## src/rtl/lcd_pkg.sv

```systemverilog
// lcd_pkg: shared constants, state types and character helpers for the
// HD44780 result writer (lcd_result_writer and its byte-transfer engine).
package lcd_pkg;

  // HD44780 command bytes and the separator character
  localparam logic [7:0] FUNC_SET = 8'h38;  // 8-bit bus, 2 lines, 5x8 font
  localparam logic [7:0] DISP_ON  = 8'h0C;  // display on, cursor off
  localparam logic [7:0] ENTRY    = 8'h06;  // increment, no shift
  localparam logic [7:0] CLEAR    = 8'h01;  // clear display (slow command)
  localparam logic [7:0] LINE1    = 8'h80;  // DDRAM address 0
  localparam logic [7:0] SPACE    = 8'h20;

  // Byte counts of the two sequences
  localparam logic [2:0] INIT_LEN  = 3'd4;
  localparam logic [2:0] WRITE_LEN = 3'd5;

  // Top-level sequencer states
  typedef enum logic [1:0] {
    ST_POWERUP = 2'd0,
    ST_INIT    = 2'd1,
    ST_IDLE    = 2'd2,
    ST_WRITE   = 2'd3
  } lcd_state_e;

  // Byte-transfer engine phases
  typedef enum logic [1:0] {
    PH_IDLE  = 2'd0,
    PH_SETUP = 2'd1,
    PH_EN    = 2'd2,
    PH_WAIT  = 2'd3
  } xfer_phase_e;

  // Upper-case hex digit to ASCII
  function automatic logic [7:0] hex_ascii(input logic [3:0] n);
    if (n < 4'd10) begin
      return 8'h30 + {4'h0, n};
    end else begin
      return 8'h37 + {4'h0, n};
    end
  endfunction

  // Init command for sequence position idx
  function automatic logic [7:0] init_cmd(input logic [2:0] idx);
    case (idx)
      3'd0:    return FUNC_SET;
      3'd1:    return DISP_ON;
      3'd2:    return ENTRY;
      3'd3:    return CLEAR;
      default: return FUNC_SET;
    endcase
  endfunction

  // Data character for write position idx (position 0 is the LINE1 command)
  function automatic logic [7:0] write_char(input logic [2:0] idx,
                                            input logic [3:0] sel,
                                            input logic [7:0] value);
    case (idx)
      3'd1:    return hex_ascii(sel);
      3'd2:    return SPACE;
      3'd3:    return hex_ascii(value[7:4]);
      3'd4:    return hex_ascii(value[3:0]);
      default: return SPACE;
    endcase
  endfunction

endpackage

```

## src/rtl/lcd_byte_xfer.sv

```systemverilog
// lcd_byte_xfer: drives one HD44780 byte write per go request.
//   A byte is one setup cycle (rs/data driven, en low), EN_CYCLES cycles with
//   en high, then WAIT_CYCLES (or CLEAR_WAIT_CYCLES when long_wait) en low.
// Ports:
//   clk, rst      clock, synchronous active-high reset
//   go            start a byte; honoured only while ready
//   rs, tx_byte   register select and byte for the transfer
//   long_wait     use CLEAR_WAIT_CYCLES for the trailing wait
//   ready         high when idle
//   lcd_rs, lcd_en, lcd_data  registered LCD bus
// The idle phase doubles as the final wait cycle: rs/data are held while idle,
// so a go issued on that cycle gives back-to-back bytes with no gap.
// Requires WAIT_CYCLES >= 2 and CLEAR_WAIT_CYCLES >= 2.
module lcd_byte_xfer
  import lcd_pkg::*;
#(
  parameter int EN_CYCLES         = 25,
  parameter int WAIT_CYCLES       = 2500,
  parameter int CLEAR_WAIT_CYCLES = 100000
) (
  input  logic       clk,
  input  logic       rst,
  input  logic       go,
  input  logic       rs,
  input  logic [7:0] tx_byte,
  input  logic       long_wait,
  output logic       ready,
  output logic       lcd_rs,
  output logic       lcd_en,
  output logic [7:0] lcd_data
);

  localparam logic [31:0] EN_LAST    = 32'(EN_CYCLES - 1);
  localparam logic [31:0] WAIT_LAST  = 32'(WAIT_CYCLES - 2);
  localparam logic [31:0] CLEAR_LAST = 32'(CLEAR_WAIT_CYCLES - 2);

  xfer_phase_e phase_r, phase_s;
  logic [31:0] cnt_r, cnt_s;
  logic        en_r, en_s;
  logic        rs_r, rs_s;
  logic [7:0]  data_r, data_s;
  logic        long_r, long_s;
  logic [31:0] wait_last_s;

  assign ready    = (phase_r == PH_IDLE);
  assign lcd_rs   = rs_r;
  assign lcd_en   = en_r;
  assign lcd_data = data_r;

  // Phase sequencing and bus register next-values
  always_comb begin
    phase_s     = phase_r;
    cnt_s       = cnt_r;
    en_s        = en_r;
    rs_s        = rs_r;
    data_s      = data_r;
    long_s      = long_r;
    wait_last_s = long_r ? CLEAR_LAST : WAIT_LAST;
    case (phase_r)
      PH_IDLE: begin
        if (go) begin
          rs_s    = rs;
          data_s  = tx_byte;
          long_s  = long_wait;
          phase_s = PH_SETUP;
        end else begin
          phase_s = PH_IDLE;
        end
      end
      PH_SETUP: begin
        en_s    = 1'b1;
        cnt_s   = 32'd0;
        phase_s = PH_EN;
      end
      PH_EN: begin
        if (cnt_r == EN_LAST) begin
          en_s    = 1'b0;
          cnt_s   = 32'd0;
          phase_s = PH_WAIT;
        end else begin
          cnt_s = cnt_r + 32'd1;
        end
      end
      PH_WAIT: begin
        // One wait cycle is spent back in PH_IDLE, hence the "-2" limits
        if (cnt_r == wait_last_s) begin
          cnt_s   = 32'd0;
          phase_s = PH_IDLE;
        end else begin
          cnt_s = cnt_r + 32'd1;
        end
      end
      default: begin
        en_s    = 1'b0;
        phase_s = PH_IDLE;
      end
    endcase
  end

  // State and bus registers
  always_ff @(posedge clk) begin
    if (rst) begin
      phase_r <= PH_IDLE;
      cnt_r   <= 32'd0;
      en_r    <= 1'b0;
      rs_r    <= 1'b0;
      data_r  <= 8'h00;
      long_r  <= 1'b0;
    end else begin
      phase_r <= phase_s;
      cnt_r   <= cnt_s;
      en_r    <= en_s;
      rs_r    <= rs_s;
      data_r  <= data_s;
      long_r  <= long_s;
    end
  end

endmodule

```

## src/rtl/lcd_result_writer.sv

```systemverilog
// lcd_result_writer: initialises an HD44780 in 8-bit mode and, on request,
// writes "<sel> <value>" as hex characters at the start of line 1.
// Ports:
//   clk, rst       clock, synchronous active-high reset
//   start          display request, sampled only in IDLE
//   sel, value     opcode and result to display (latched on start)
//   busy           high whenever not in IDLE
//   done           one-cycle pulse when an update completes
//   lcd_rs/rw/en/data  HD44780 bus (rw tied low)
// Each sequence's first byte is issued on the cycle that enters the sequence
// (last POWERUP cycle, or the IDLE cycle that sees start), so its setup cycle
// is the first cycle of INIT/WRITE.
module lcd_result_writer
  import lcd_pkg::*;
#(
  parameter int POWERUP_CYCLES    = 750000,
  parameter int EN_CYCLES         = 25,
  parameter int WAIT_CYCLES       = 2500,
  parameter int CLEAR_WAIT_CYCLES = 100000
) (
  input  logic       clk,
  input  logic       rst,
  input  logic       start,
  input  logic [3:0] sel,
  input  logic [7:0] value,
  output logic       busy,
  output logic       done,
  output logic       lcd_rs,
  output logic       lcd_rw,
  output logic       lcd_en,
  output logic [7:0] lcd_data
);

  localparam logic [31:0] PU_LAST = 32'(POWERUP_CYCLES - 1);

  lcd_state_e  state_r, state_s;
  logic [31:0] pcnt_r, pcnt_s;
  logic [2:0]  idx_r, idx_s;    // bytes issued so far in the current sequence
  logic [3:0]  sel_r, sel_s;
  logic [7:0]  value_r, value_s;
  logic        done_r, done_s;
  logic        go_s, rs_s, long_s, ready_s;
  logic [7:0]  byte_s;

  assign busy   = (state_r != ST_IDLE);
  assign done   = done_r;
  assign lcd_rw = 1'b0;

  lcd_byte_xfer #(
    .EN_CYCLES        (EN_CYCLES),
    .WAIT_CYCLES      (WAIT_CYCLES),
    .CLEAR_WAIT_CYCLES(CLEAR_WAIT_CYCLES)
  ) u_xfer (
    .clk      (clk),
    .rst      (rst),
    .go       (go_s),
    .rs       (rs_s),
    .tx_byte  (byte_s),
    .long_wait(long_s),
    .ready    (ready_s),
    .lcd_rs   (lcd_rs),
    .lcd_en   (lcd_en),
    .lcd_data (lcd_data)
  );

  // Sequencer next-state, byte selection and done generation
  always_comb begin
    state_s = state_r;
    pcnt_s  = pcnt_r;
    idx_s   = idx_r;
    sel_s   = sel_r;
    value_s = value_r;
    done_s  = 1'b0;
    go_s    = 1'b0;
    rs_s    = 1'b0;
    long_s  = 1'b0;
    byte_s  = 8'h00;
    case (state_r)
      ST_POWERUP: begin
        if (pcnt_r == PU_LAST) begin
          go_s    = 1'b1;
          byte_s  = init_cmd(3'd0);
          idx_s   = 3'd1;
          pcnt_s  = 32'd0;
          state_s = ST_INIT;
        end else begin
          pcnt_s = pcnt_r + 32'd1;
        end
      end
      ST_INIT: begin
        if (ready_s) begin
          if (idx_r == INIT_LEN) begin
            idx_s   = 3'd0;
            state_s = ST_IDLE;
          end else begin
            go_s   = 1'b1;
            byte_s = init_cmd(idx_r);
            long_s = (init_cmd(idx_r) == CLEAR);
            idx_s  = idx_r + 3'd1;
          end
        end else begin
          state_s = ST_INIT;
        end
      end
      ST_IDLE: begin
        if (start && ready_s) begin
          sel_s   = sel;
          value_s = value;
          go_s    = 1'b1;
          byte_s  = LINE1;
          idx_s   = 3'd1;
          state_s = ST_WRITE;
        end else begin
          state_s = ST_IDLE;
        end
      end
      ST_WRITE: begin
        if (ready_s) begin
          if (idx_r == WRITE_LEN) begin
            done_s  = 1'b1;
            idx_s   = 3'd0;
            state_s = ST_IDLE;
          end else begin
            go_s   = 1'b1;
            rs_s   = 1'b1;
            byte_s = write_char(idx_r, sel_r, value_r);
            idx_s  = idx_r + 3'd1;
          end
        end else begin
          state_s = ST_WRITE;
        end
      end
      default: begin
        pcnt_s  = 32'd0;
        idx_s   = 3'd0;
        state_s = ST_POWERUP;
      end
    endcase
  end

  // Sequencer state, latched operands and done pulse
  always_ff @(posedge clk) begin
    if (rst) begin
      state_r <= ST_POWERUP;
      pcnt_r  <= 32'd0;
      idx_r   <= 3'd0;
      sel_r   <= 4'h0;
      value_r <= 8'h00;
      done_r  <= 1'b0;
    end else begin
      state_r <= state_s;
      pcnt_r  <= pcnt_s;
      idx_r   <= idx_s;
      sel_r   <= sel_s;
      value_r <= value_s;
      done_r  <= done_s;
    end
  end

endmodule

```

## config.mk

```make
export PLATFORM = sky130hd
export DESIGN_NAME = lcd_result_writer
export DESIGN_NICKNAME = d
export VERILOG_FILES = /design/src/rtl/lcd_pkg.sv /design/src/rtl/lcd_byte_xfer.sv /design/src/rtl/lcd_result_writer.sv
export SDC_FILE = /design/constraint.sdc
export NUM_CORES = 1
export LEC_CHECK = 0
export CAP_MARGIN = 20
export CORE_MARGIN = 4
export CORE_UTILIZATION = 55
export DETAILED_ROUTE_END_ITERATION = 6
export GPL_TIMING_DRIVEN = 0
export HOLD_SLACK_MARGIN = 0.06
export PLACE_DENSITY = 0.74
export SYNTH_ARGS = -nofsm -noshare
export SYNTH_HDL_FRONTEND = slang
export SYNTH_HIERARCHICAL = 1
export SYNTH_SLANG_ARGS = --single-unit
```

## constraint.sdc

```tcl
create_clock -name clk -period 3.1 [get_ports clk]
set_clock_uncertainty 0.1 [all_clocks]
set_input_delay 0.62 -clock clk [delete_from_list [all_inputs] [get_ports clk]]
set_output_delay 0.62 -clock clk [all_outputs]
set_load 0.02 [all_outputs]
```

==> results of run 1 <==
-- cell usage in the layout (no fill, tap or decap), drive strengths merged, types with 10 or more instances in the layout --
cell            n
dfxtp          95
nand2          86
nor2           58
a21oi          48
nand3          31
inv            30
nand4          29
xor2           29
o21ai          28
clkbuf         28
clkdlybuf4s50  26
nor3           26
ha             19
xnor2          18
nor4           17
buf            15
and3           10
a31oi          10
-- power groups by stage --
stage | sequential (mW) | combinational (mW) | clock (mW)
final | 1.27 | 0.302 | 0.884
after global routing | 1.27 | 0.333 | 0.942
after CTS | 1.27 | 0.298 | 0.900
after detailed placement | 1.29 | 0.296 | 0
after global placement | 1.29 | 0.290 | 0
after floorplan | 1.29 | 0.209 | 0
-- state kept, by name (all words and copies together) (netlist names), 2 cells and up --
name,cells
idx_r,3
pcnt_r,32
sel_r,4
state_r,2
u_xfer/cnt_r,32
u_xfer/lcd_data,8
u_xfer/phase_r,2
value_r,8
-- worst max-delay path: cells and delay by family, from the launching register on --
family	cells	cell delay [ns]
simple gates	4	1.07
compound gates	3	0.85
flops	1	0.35
buf+inv	1	0.32
-- stage by stage --
| stage | cells | cell area (um^2) | setup WS, ns | total power, mW | util (%) |
|---|---|---|---|---|---|
| 3_5_place_dp | 823 | 5800 | 0.370 | 1.59 | 61.9 |
| 5_1_grt | 839 | 6010 | 0.134 | 2.55 | 64.2 |
| 4_1_cts | 839 | 6010 | 0.358 | 2.46 | 64.2 |
| 2_1_floorplan | 667 | 5370 | 0.639 | 1.50 | - |
| 3_3_place_gp | 822 | 5800 | 0.409 | 1.58 | 61.8 |
| 6_report | 839 | 6010 | 0.335 | 2.45 | 64.2 |
-- final timing paths --
path                                                 startpoint  slack (ns)                               to
worst max-delay path                    pcnt_r[26]$_SDFFE_PP0N_        0.33  u_xfer/lcd_data[0]$_SDFFE_PP0P_
worst min-delay path            u_xfer/lcd_data[2]$_SDFFE_PP0P_        0.36  u_xfer/lcd_data[2]$_SDFFE_PP0P_
worst max register to register          pcnt_r[26]$_SDFFE_PP0N_        0.33  u_xfer/lcd_data[0]$_SDFFE_PP0P_
worst min register to register  u_xfer/lcd_data[2]$_SDFFE_PP0P_        0.36  u_xfer/lcd_data[2]$_SDFFE_PP0P_
-- logic make-up after synthesis --
| kind of cell | count (synthesis) | synth area share (%) |
|---|---|---|
| fa+ha+maj | 19 | 4.42 |
| simple gates | 315 | 32.1 |
| flops | 95 | 35.4 |
| compound gates | 124 | 14.3 |
| buf+inv | 60 | 4.98 |
| other cells | 1 | 0.0698 |
| mux | 6 | 1.14 |
| xor+xnor | 47 | 7.66 |
-- area by class of cell --
class                           instances  area, um^2
Tap cell                              129         161
Multi-Input combinational cell        512        3200
Timing Repair Buffer                   27         265
Inverter                               28         105
Clock buffer                           10         138
Clock inverter                          6        75.1
Buffer                                 32         163
Sequential cell                        95        1900
Fill cell                             840        3360
-- metal layers --
layer | global-route usage (%) | routed length (um) | vias to the layer above
met1 | 27.4 | 5530 | 2314
met2 | 38.3 | 6040 | 131
met4 | 8.77 | 256 | 0
met3 | 2.95 | 502 | 20
met5 | 0 | 0 | -
li1 | - | - | 2451
==> impl_results.md, run 1 <==
- Post-synth EDFFs: 0
- Top cells by count, synth: dfxtp_1 (95), nand2_1 (86), nor2_1 (58), a21oi_1 (47), nand3_1 (31)
- Via count: 4,916
- Share of cells above drive strength 1: 7.46%
- Setup TNS: 0 ns
- CP max FO: 10
- Detailed Route WL: 12.3 mm
- # diodes: 0
- WHS: 0.361 ns
- Vias/cell: 5.86
- Fmax: 362 MHz
- Asr flop ratio synth: 0%
- Setup crit start kind: flop
- RSZ-0062 raised after global routing: false
- Number of CTS-inserted buffers: 9
- Antenna violations before repair: 0
- First-pass GRT wire length: 20.9 mm
- Tightest Pin Transition: 0.949 ns
- Top-area cell type share of the netlist area: 35.4%
- Setup bufs post-CTS: 0
- # hold bufs at CTS: 0
- Antenna Violating Nets Remaining: 0
- Die Ht: 107 um
- Worst endpoint required time: 3.30 ns
- Number of port buffers: 26
- Die area: 0.0114 mm^2
- # IOs: 28
- Worst skew pair latency: 0.37 ns
- H-Tree Level Count: 3
- CP max stage delay: 0.55 ns
- CP arrival: 2.97 ns
- Sw Share: 28.3%
- Area contributors post-synth: dfxtp_1 (35%), nand2_1 (6.0%), xor2_1 (4.7%), ha_1 (4.4%), a21oi_1 (4.4%)
- Fin. max-slew vios: 0
- Worst reg2reg path depth: 8
- Mapped Cells: 667
- First-pass iteration count of the detailed router: 5
- Pwr Density: 408 mW/mm^2
- Combinational power share: 12.3%
- CTS max path bufs: 2
- Tightest Hold Check Type: reg -> reg
- Iteration-0 DRC Markers: 277
- Clk slew on worst S/H paths: 0.10 ns
- Core region area: 0.00937 mm^2
- Crit share post-route: 89.2%
- Net switching power: 0.693 mW
- Sequential share of power: 51.6%
- Root Buffer: clkbuf_8
- Die width: 107 um
- Most common cell in the synthesized netlist: dfxtp_1
- Post-DP HPWL: 9.04 mm
- Main flop type after synthesis: dfxtp_1
- Overflow after GRT: 0
- Synth unique cells: 65
- Slew HR: 36.2%
- WL/cell: 14.7 um
- Yosys warns: 6
- Final Critical Period: 2.77 ns
- Initial Util: 57.3%
- Leakage: 2.05 nW
- Peak VDD IR: 0.330 mV
- CTS resizes: 0
- Largest net degree at the start of global routing: 18
- Routability cong.: 0.964
- Post-synthesis sequential area ratio: 35.4%
- Post-Syn Nets: 701
- Dominant cell type by area after synthesis: dfxtp_1
- Mapped Area: 0.00537 mm^2
- CP Capture Type: flop
- Clock power frac: 36.0%
- # DRC: 0
- Crit path cell chain: or4_1, nor4_2, a31oi_1, a221oi_1, and2_1, clkbuf_1, nand2_1, a21oi_1
- GRT Total Usage: 22.0%
- Max-cap check violation count: 0
- TritonCTS clock tree: built
- FF+latch count, synth: 95
- Setup CP Type: reg -> reg
- Slowest CP cell: or4_1
- Vias in the first global route: 4,622
- Internal power: 1.76 mW
- Worst Hold Depth: 2
- Status: finished, final reports clean
- CTS Sinks: 95
- Mapped Avg Cell Area: 8.06 um^2
- Nets@finish: 739
- Site Rows: 35
- Area growth syn-to-layout: 11.9%
- # setup viols final: 0
- Final hold violations: 0
No activity file was read; power rests on OpenSTA's default activity.
==> run 2: changes to the inputs <==
- HOLD_SLACK_MARGIN: 0.06 -> unset
==> results of run 2 <==
Final layout, timing and power as in run 1 (identical DEF).
==> patch 1: new RTL, flow settings as in run 2 <==
Reset style: asynchronous (`rst`), changed in 2 clocked blocks. Comments in the files are not updated.
--- a/src/rtl/lcd_byte_xfer.sv
+++ b/src/rtl/lcd_byte_xfer.sv
@@ -99,5 +99,5 @@
 
   // State and bus registers
-  always_ff @(posedge clk) begin
+  always_ff @(posedge clk or posedge rst) begin
     if (rst) begin
       phase_r <= PH_IDLE;
--- a/src/rtl/lcd_result_writer.sv
+++ b/src/rtl/lcd_result_writer.sv
@@ -140,5 +140,5 @@
 
   // Sequencer state, latched operands and done pulse
-  always_ff @(posedge clk) begin
+  always_ff @(posedge clk or posedge rst) begin
     if (rst) begin
       state_r <= ST_POWERUP;
Function: same outputs for any inputs over 10 cycles, from zero or initial values and one cycle with rst high; that may be too few to reach the edited logic, so the function may still have changed.
==> patch 1 against run 2 <==
Critical path depth increased by 1; sequential cell count unchanged; critical endpoint is now u_xfer/lcd_data[0]; critical path type unchanged; worst setup slack worse by 0.091 ns; largest cell class unchanged; routed wire length grew 4.3%; design area grew 4.2%; synthesized area rose by 4.3%.
Power is not compared: it rests on default switching activity, and its combinational part moved more than twofold at a synthesized area within 25%.
==> patch 1: results <==
metrics = {
    "outcome": {
        "outcome": "finished clean",
    },
    "global_routing": {
        "grt_max_degree": 36,
        "grtUsageMet2": 0.381,
        "grt_pass1_wl_um": 21800,
        "use_met3": 0.0468,
        "grt_pass1_vias": 4564,
    },
    "final_layout": {
        "inverters": 29,
        "clockNetworkAreaShare": 0.0306,
        "sh_seq_area": 0.380,
        "multiInputGateArea_mm2": 0.00299,
        "buf_share": 0.0693,
        "num-nets-final": 693,
        "multi_input_area_share": 0.477,
        "buffers": 55,
    },
    "route": {
        "wl_met1_um": 5770,
        "wl_met2_um": 6270,
        "viasPerCell": 5.98,
        "first_iter_violations": 312,
    },
    "worst_hold_path": {
        "hold_depth": 1,
        "hold_end": "u_xfer/cnt_r[31]",
    },
    "logic_synthesis": {
        "synth_commonest_cells": "dfrtp_1 (95), nand2_1 (89), nand3_1 (41)",
        "async_reset_ff_frac": 1.00,
    },
    "placement": {
        "placed_area_mm2": 0.00607,
        "gp_congestion": 0.962,
        "placed_cells": 781,
    },
    "worst_setup_path": {
        "r2r_slack_ns": 0.24,
        "critical-path-slowest-cell": "dfrtp_1",
        "crit_end": "u_xfer/lcd_data[0]",
        "arrival_ns": 3.01,
        "crit_family": "buffers and inverters",
    },
    "timing": {
        "worst_pin_slew_ns": 0.790,
    },
    "floorplanning": {
        "design.core.area_mm2": 0.00986,
    },
}
## patch 1: power breakdown
group	leakage, nW	internal, W	total, W	switching (W)
Combinational	1.51	0.0000216	0.0000509	0.0000293
Clock	0.0936	0.000396	0.000829	0.000433
Sequential	1.25	0.00124	0.00124	0
## patch 1: kinds of logic (layout without fill, tap and decap cells)
logic type / after synthesis / count (layout) / share of synthesized area
compound gates: 134 / 134 / 0.156
buf+inv: 56 / 100 / 0.0433
xor+xnor: 36 / 36 / 0.0562
mux: 12 / 12 / 0.0239
other cells: 1 / 1 / 0.000669
flops: 95 / 95 / 0.424
fa+ha+maj: 19 / 19 / 0.0424
simple gates: 267 / 267 / 0.254
## patch 1: worst reg2reg max path: stages (launching register included)
cell and delay, ns:
dfrtp_1 0.45, inv_1 0.15, ha_1 0.16, clkbuf_1 0.33, a21oi_1 0.21, a21oi_1 0.26
a31oi_1 0.13, nand2_1 0.14, clkbuf_1 0.42, mux2_2 0.40
==> patch 2: new RTL, flow settings as in run 2 <==
Made on the original files. Set the parameter `POWERUP_CYCLES` to 562500 (it was 750000).
--- a/src/rtl/lcd_result_writer.sv
+++ b/src/rtl/lcd_result_writer.sv
@@ -14,5 +14,5 @@
   import lcd_pkg::*;
 #(
-  parameter int POWERUP_CYCLES    = 750000,
+  parameter int POWERUP_CYCLES    = 562500,
   parameter int EN_CYCLES         = 25,
   parameter int WAIT_CYCLES       = 2500,
Function: no difference found for any inputs over 10 cycles, from zero or initial values and one cycle with rst high; that may be too few to reach the edited logic, so the function may still have changed.
==> patch 2 against run 2 <==
Utilization decreased by 0.43 points; maximum frequency increased by 2.7%; total power decreased by 2.1%; synthesized cell count increased by 1.8%; clock power decreased by 12%; synthesized area increased by 0.40%; hold slack got worse by 0.0016 ns; global-route usage increased by 0.51 points; routed wire length increased by 0.88%; sequential cell count unchanged; worst setup slack improved by 0.072 ns; design area decreased by 0.21%; largest power group unchanged; highest routed layer unchanged.
==> patch 2: results <==
metrics = {
    "final_layout": {
        "num-nets-final": 750,
        "antennaDiodeCount": 0,
        "drive_above_1_share": 0.0666,
        "reg.largest.list": "pcnt_r x32, u_xfer/cnt_r x32",
        "fill_cells": 842,
    },
    "placement": {
        "io_buffers": 26,
        "placed_cells": 834,
        "gp_congestion": 0.904,
        "hpwl_um": 9260,
        "placed_area_mm2": 0.00582,
    },
    "route": {
        "drt_pass1_iterations": 5,
        "dr_total_vias": 5018,
        "wire_per_inst_um": 14.6,
        "viasPerCell": 5.90,
        "first_iter_violations": 313,
    },
    "worst_hold_path": {
        "hp-class": "flop to flop",
    },
    "worst_setup_path": {
        "cpPeakStageDelay_ns": 0.58,
        "critical-path-slowest-cell": "or4_1",
        "crit_fanout": 10,
        "crit_family": "simple AND/OR/NAND/NOR gates",
        "arrival_ns": 2.83,
    },
    "logic_synthesis": {
        "yosys-top-cells-area": "dfxtp_1 (35%), nand2_1 (6.4%), a21oi_1 (5.1%)",
        "async_reset_ff_frac": 0,
        "syn_area_per_cell_um2": 7.95,
        "synth_cell_type_count": 68,
        "ys_seq_area_frac": 0.353,
        "synth_top_flop_cell": "dfxtp_1",
        "synth_commonest_cells": "dfxtp_1 (95), nand2_1 (92), nor2_1 (61)",
        "synthesis.nets": 713,
        "ys.warnings.count": 6,
    },
    "clock_network": {
        "post_cts_buffers": 0,
        "clk_path_buf_depth": 2,
        "path_clk_slew_ns": 0.09,
        "cts_inserted_buffers": 9,
        "cts_resized": 0,
        "cts_root_buffer": "clkbuf_8",
        "clk-insertion-delay-late_ns": 0.37,
        "htreeDepth": 3,
    },
    "global_routing": {
        "grt_pass1_vias": 4693,
        "grt_max_degree": 16,
        "grt_use_total": 0.225,
        "grt_pass1_wl_um": 21300,
        "antenna_found_initial": 0,
    },
    "pwr": {
        "switching_share": 0.290,
        "p_leak_nw": 1.99,
        "vdd_drop_max_v": 0.000250,
    },
    "outcome": {
        "outcome": "finished clean",
    },
    "timing": {
        "finalHoldViolCount": 0,
        "finalSetupViolations": 0,
        "worst_pin_slew_ns": 1.09,
    },
}
-- patch 2: cell types whose count changed after synthesis, moves of 3 or more --
| cell | delta |
|---|---|
| o21ai_1 | +3 |
| o21ai_0 | +5 |
| xor2_1 | -9 |
| a21oi_1 | +8 |
| nand2_1 | +6 |
| inv_1 | -3 |
| and3_1 | -3 |
| nor2_1 | +3 |
| nand3_1 | -3 |
| xnor2_1 | +5 |
-- patch 2: cell type report --
type / instances / area (um2) / share of cell area
flip-flops and latches: 95 / 1900 / 0.317
repair buffers: 26 / 260 / 0.0434
well taps: 129 / 161 / 0.0269
clock inverters: 4 / 28.8 / 0.00480
clock buffers: 12 / 155 / 0.0259
multi-input cells: 527 / 3250 / 0.541
plain buffers: 32 / 151 / 0.0252
inverters: 25 / 93.8 / 0.0156
-- patch 2: cell families after synthesis --
family / count (synthesis) / synth area share
DFF: 95 / 0.353
other: 1 / 0.000695
buffers and inverters: 57 / 0.0455
muxes: 7 / 0.0132
xor gates and xnor gates: 43 / 0.0698
AOI/OAI and AO/OA: 135 / 0.149
adders and majority gates: 19 / 0.0441
and+or+nand+nor: 322 / 0.325
-- patch 2: per-stage QoR --
step           hold slack (ns)  power, W   util  setup WS [ns]
3_3_place_gp             0.345   0.00163  0.618          0.460
2_1_floorplan            0.336   0.00154      -          0.639
6_report                 0.359   0.00240  0.637          0.407
3_5_place_dp             0.355   0.00165  0.618          0.422
4_1_cts                  0.367   0.00242  0.637          0.402
5_1_grt                  0.394   0.00251  0.637          0.211
-- patch 2: power by group through the flow --
| stage | registers [W] | clock network (W) | logic (W) |
|---|---|---|---|
| 2_1_floorplan | 0.00130 | 0 | 0.000241 |
| 3_3_place_gp | 0.00130 | 0 | 0.000331 |
| 3_5_place_dp | 0.00131 | 0 | 0.000341 |
| 4_1_cts | 0.00128 | 0.000805 | 0.000342 |
| 5_1_grt | 0.00128 | 0.000845 | 0.000385 |
| 6_report | 0.00128 | 0.000780 | 0.000343 |
-- patch 2: worst register-to-register path, cell delays in order, from the launching register on --
cell,delay [ns]
dfxtp_1,0.37
or4_1,0.58
or3_1,0.41
o41a_1,0.48
a211oi_4,0.33
buf_6,0.22
nor3_2,0.07
-- patch 2: final timing paths --
kind         cells past startpoint  slack (ns)               to             start
max                              6        0.41  u_xfer/cnt_r[0]  u_xfer/cnt_r[20]
min                              2        0.36         sel_r[0]          sel_r[0]
min reg2reg                      2        0.36         sel_r[0]          sel_r[0]
max reg2reg                      6        0.41  u_xfer/cnt_r[0]  u_xfer/cnt_r[20]
-- patch 2: per-layer routing --
metal  track usage  up-vias  wire, um
met5             0        -         0
met2         0.370      155      5900
li1              -     2499         -
met1         0.289     2342      5660
met3        0.0452       22       639
met4        0.0868        0       242
